[src/rtl/wb_stage_regfile.sv]
// Writeback stage: load extension, writeback select, 32x32 register file with write-through read bypass.
// Optional WB_TRACE_EN macro enables a simulation-only trace line for every committed write.
module wb_stage_regfile #(
    parameter logic [31:0] RESET_VAL = 32'h0000_0000,
    parameter logic [31:0] LINK_OFS  = 32'd8
) (
    input  logic        clk,
    input  logic        reset,
    input  logic        RegWrite_wb,
    input  logic [1:0]  MemtoReg_wb,
    input  logic [31:0] dmout_wb,
    input  logic [31:0] aluout_wb,
    input  logic [29:0] pc_wb,
    input  logic [4:0]  a3_wb,
    input  logic [2:0]  Load_wb,
    input  logic [4:0]  ra1,
    input  logic [4:0]  ra2,
    output logic [31:0] rd1,
    output logic [31:0] rd2,
    output logic [31:0] wd_wb,
    output logic        we_eff
);

    logic [31:0] rf [0:31];
    logic [7:0]  ld_byte;
    logic [15:0] ld_half;
    logic [31:0] ld_ext;
    logic [31:0] link_val;

    assign we_eff = RegWrite_wb && (a3_wb != 5'd0);

    // Halfword select ignores aluout_wb[0]; misalignment is not trapped here.
    always_comb begin
        ld_byte = dmout_wb[7:0];
        case (aluout_wb[1:0])
            2'd0: ld_byte = dmout_wb[7:0];
            2'd1: ld_byte = dmout_wb[15:8];
            2'd2: ld_byte = dmout_wb[23:16];
            2'd3: ld_byte = dmout_wb[31:24];
            default: ld_byte = dmout_wb[7:0];
        endcase
        ld_half = aluout_wb[1] ? dmout_wb[31:16] : dmout_wb[15:0];
    end

    always_comb begin
        ld_ext = dmout_wb;
        case (Load_wb)
            3'd1: ld_ext = {24'd0, ld_byte};
            3'd2: ld_ext = {{24{ld_byte[7]}}, ld_byte};
            3'd3: ld_ext = {16'd0, ld_half};
            3'd4: ld_ext = {{16{ld_half[15]}}, ld_half};
            default: ld_ext = dmout_wb;
        endcase
    end

    assign link_val = {pc_wb, 2'b00} + LINK_OFS;

    always_comb begin
        wd_wb = aluout_wb;
        case (MemtoReg_wb)
            2'd1: wd_wb = ld_ext;
            2'd2: wd_wb = link_val;
            default: wd_wb = aluout_wb;
        endcase
    end

    always_ff @(posedge clk or posedge reset) begin
        if (reset) begin
            rf[0] <= 32'd0;
            for (int i = 1; i < 32; i++) begin
                rf[i] <= RESET_VAL;
            end
        end else if (we_eff) begin
            rf[a3_wb] <= wd_wb;
        end
    end

    // Same-cycle writeback is forwarded so decode never reads a stale value.
    always_comb begin
        if (ra1 == 5'd0)
            rd1 = 32'd0;
        else if (we_eff && (a3_wb == ra1))
            rd1 = wd_wb;
        else
            rd1 = rf[ra1];

        if (ra2 == 5'd0)
            rd2 = 32'd0;
        else if (we_eff && (a3_wb == ra2))
            rd2 = wd_wb;
        else
            rd2 = rf[ra2];
    end

`ifdef WB_TRACE_EN
    always @(posedge clk) begin
        if (!reset && we_eff)
            $display("@%08h: $%0d <= %08h", {pc_wb, 2'b00}, a3_wb, wd_wb);
    end
`endif

endmodule
[config.mk]
export PLATFORM = sky130hd
export DESIGN_NAME = wb_stage_regfile
export DESIGN_NICKNAME = d
export VERILOG_FILES = /design/src/rtl/wb_stage_regfile.sv
export SDC_FILE = /design/constraint.sdc
export NUM_CORES = 2
export LEC_CHECK = 0
export BUFFER_PORTS_ARGS = -buffer_cell sky130_fd_sc_hd__buf_2
export CAP_MARGIN = 20
export CORE_MARGIN = 2
export CORE_UTILIZATION = 25
export CTS_CLUSTER_DIAMETER = 30
export CTS_CLUSTER_SIZE = 14
export DETAILED_ROUTE_END_ITERATION = 8
export PLACE_DENSITY = 0.45
export RECOVER_POWER = 25
export SLEW_MARGIN = 10
export SYNTH_ARGS = -nofsm -noshare
export SYNTH_HDL_FRONTEND = slang
export SYNTH_SLANG_ARGS = --single-unit
[constraint.sdc]
create_clock -name clk -period 95.4 [get_ports clk]
set_clock_uncertainty 0.2 [all_clocks]
set_input_delay 9.54 -clock clk [delete_from_list [all_inputs] [get_ports clk]]
set_output_delay 9.54 -clock clk [all_outputs]
set_load 0.03 [all_outputs]
==> qor_table.md <==
| Quantity | Reported | Unit |
|:---|:---|:---|
| Status | finished, violations left | - |
| Violated checks | capacitance limit, slew limit | - |
| Ports | 214 | - |
| Count of input and output buffers | 213 | - |
| GRT Residual Overflow | 0 | - |
| Final layout net count | 5322 | - |
| Iteration-0 DRC Markers | 3629 | - |
| Worst Setup Path Type | primary input to output port | - |
| Mapped Nets | 5239 | - |
| First-pass GRT wire length | 324000 | µm |
| Via count | 42892 | - |
| Total Neg Setup Slack | 0 | ns |
| Cell area after synthesis | 55200 | µm² |
| Setup Buffers After CTS | 0 | - |
| Htree depth | 5 | - |
| Sink Count | 1024 | - |
| Clock-pin transition on the worst setup and hold timing paths | 0.05 | ns |
| Via count of the first global-routing pass | 43603 | - |
| Synthesized flop and latch total | 1024 | - |
| Initial Util | 0.252 | - |
| Detailed Routing Iterations Pass 1 | 5 | - |
| Hold buffer count at CTS | 0 | - |
| Largest registers | rf (1024) | - |
| Arrival time at the worst endpoint | 14.49 | ns |
| Hold Violations, Final | 0 | - |
| Total clock buffers created by CTS | 282 | - |
| Number of filler instances in the final layout | 22541 | - |
| Placement row count | 172 | - |
| Number of setup violations in the final report | 0 | - |
| Share of layout cells above drive strength 1 | 0.257 | - |
| Area Overhead vs Synth | 24.7 | % |
| Setup slack, reg-to-reg | 94.39 | ns |
| Worst ir drop on vdd | 0.0000216 | V |
| Maximum clock frequency | 41.3 | MHz |
| Share of synthesized flip-flops with an asynchronous set or reset | 1.00 | - |
| Share of the yosys chip area belonging to registers | 0.464 | - |
| Gate count of the mapped netlist | 5119 | - |
| Crit share post-route | 0.254 | - |
| PD cells | 26.4 | nW/µm² |
| Final standard cell area without fillers | 68800 | µm² |
| Antenna violations before repair | 26 | - |
| Placement Cell Area | 59200 | µm² |
| Hold/Removal Path Class | flip-flop to flip-flop | - |
| Post-synthesis cell type count | 79 | - |
| Startpoint class of the critical path | primary input | - |
| Type of destination of the critical path | output port | - |
| Final Max Tran Viols | 687 | - |
| Tightest Pin Transition | 5.15 | ns |
| All-Layer GR Usage | 0.200 | - |
| Most instantiated flip-flop cell in the synthesis netlist | dfrtp_1 | - |
| Most flops, register | rf | - |
| Max Buffers Root-to-Sink | 4 | - |
| Clock root cell | clkbuf_16 | - |
| Antenna Violating Nets Remaining | 0 | - |
| Die Area | 225000 | µm² |
| Number of flip-flops under the largest register name | 1024 | - |
| Critical path required time | 85.66 | ns |
| Final critical-path required period | 24.23 | ns |
| Gpl congestion | 0.798 | - |
| Top library cells by usage in the layout, fill and taps aside | 1081 x nand2_1, 1024 x dfrtp_1, 994 x o21ai_0 | - |
| Commonest non-fill, non-tap cell in the layout | nand2_1 | - |
| Clock insertion delay at the later pin of the skew report | 0.90 | ns |
| Drc violations | 0 | - |
| Clock tree from TritonCTS | done | - |
| Largest net degree at the start of global routing | 114 | - |
| Average routed wire per standard cell | 27.2 | µm |
| Vertical die dimension | 474 | µm |
| Post-synth EDFFs | 0 | - |
| Post-synthesis area per instance | 10.8 | µm² |
| Final cell utilization of the core | 0.314 | - |
| RSZ-0062 raised after global routing | no | - |
| Area of the core region | 220000 | µm² |
| Leakage dissipation | 0.0298 | µW |
| Drt total wl | 225000 | µm |
| Number of vias per cell | 5.18 | - |
| Horizontal die dimension | 474 | µm |
| Highest fanout seen on the critical path | 34 | - |
| Max Cap Viol | 14 | - |
| Detailed Place HPWL | 135000 | µm |
| Number of warning messages in the yosys log | 0 | - |
| CTS-repair resized insts | 0 | - |
| Headroom to the max-slew limit | -2.45 | - |
-- synth_stat cells, drive strengths merged, types with 5 or more instances --
library cell	count	share of area
nand2	1112	0.076
o21ai	1032	0.095
dfrtp	1024	0.46
mux4	483	0.20
clkbuf	380	0.026
mux2i	253	0.046
buf	163	0.017
nor2	84	0.0057
a211oi	72	0.0098
a21oi	67	0.0061
inv	57	0.0039
nand3	48	0.0044
a22oi	45	0.0061
o22ai	36	0.0041
nor3	30	0.0030
a221oi	28	0.0052
xnor2	22	0.0035
mux2	16	0.0033
nor2b	16	0.0018
xor2	13	0.0021
o221ai	11	0.0017
nand2b	9	0.0010
nor4	8	0.0012
a32oi	7	0.0011
nor3b	7	0.00095
or2	6	0.00068
a31oi	5	0.00057
and2	5	0.00057
nand4	5	0.00091
o2111ai	5	0.00079
o31a	5	0.00079
or3	5	0.00066
-- critical path, cell delays in order --
cell	delay [ns]
clkbuf_1	1.02
and3b_1	0.37
a222oi_1	0.09
clkbuf_1	0.27
a311oi_1	0.58
o2bb2ai_4	0.15
clkbuf_1	1.32
o22ai_1	0.70
buf_2	0.36
-- report_power, final --
part | internal (µW) | switching, µW | total [µW] | leakage (µW)
sequential | 513 | 58.8 | 572 | 0.0136
combinational | 124 | 158 | 282 | 0.0116
clock | 679 | 283 | 962 | 0.00465
-- layer usage --
metal | vias to the layer above | part of all wire | GRT usage
li1 | 18831 | - | -
met1 | 22219 | 0.42 | 0.257
met2 | 1414 | 0.48 | 0.329
met3 | 410 | 0.053 | 0.0367
met4 | 18 | 0.038 | 0.0819
met5 | - | 0.00048 | 0
-- path summary, 6_finish.rpt --
path | startpoint | endpoint | cells past startpoint
max in group asynchronous | reset | rf[391]$_DFFE_PP0P_ | 6
min | rf[1013]$_DFFE_PP0P_ | rf[1013]$_DFFE_PP0P_ | 0
min in group asynchronous | reset | rf[951]$_DFFE_PP0P_ | 2
min reg2reg | rf[1013]$_DFFE_PP0P_ | rf[1013]$_DFFE_PP0P_ | 0
max | aluout_wb[1] | rd1[15] | 9
max reg2reg | rf[568]$_DFFE_PP0P_ | rf[568]$_DFFE_PP0P_ | 2
-- cell families after synthesis --
group | count (synthesis) | share of synthesized area
adder cells (fa/ha/maj) | 4 | 0.000861
XOR/XNOR | 35 | 0.00555
multiplexers | 752 | 0.246
AND/OR/NAND/NOR | 1354 | 0.0994
AO/OA/AOI/OAI | 1348 | 0.137
flip-flops | 1024 | 0.464
buffers and inverters | 602 | 0.0471
-- through the flow --
stage | total power [µW] | std cells | worst slack [ns] | hold slack [ns]
detailed placement | 861 | 7783 | 71.70 | 0.183
CTS | 1830 | 8266 | 71.70 | 0.193
global route | 1890 | 8278 | 71.01 | 0.199
floorplan | 761 | 5119 | 56.84 | 0.241
global placement | 852 | 7779 | 71.68 | 0.177
finish | 1820 | 8285 | 71.17 | 0.190
-- final cells by class --
type,count,area (µm²),area share
Sequential cell,1024,25600,0.372
Tap cell,2871,3590,0.0522
Clock inverter,117,1650,0.0240
Multi-Input combinational cell,3493,27600,0.401
Clock buffer,366,7980,0.116
Timing Repair Buffer,342,2120,0.0308
Antenna cell,13,32.5,0.000473
Inverter,59,223,0.00324
(Power assumes the default switching activity.)
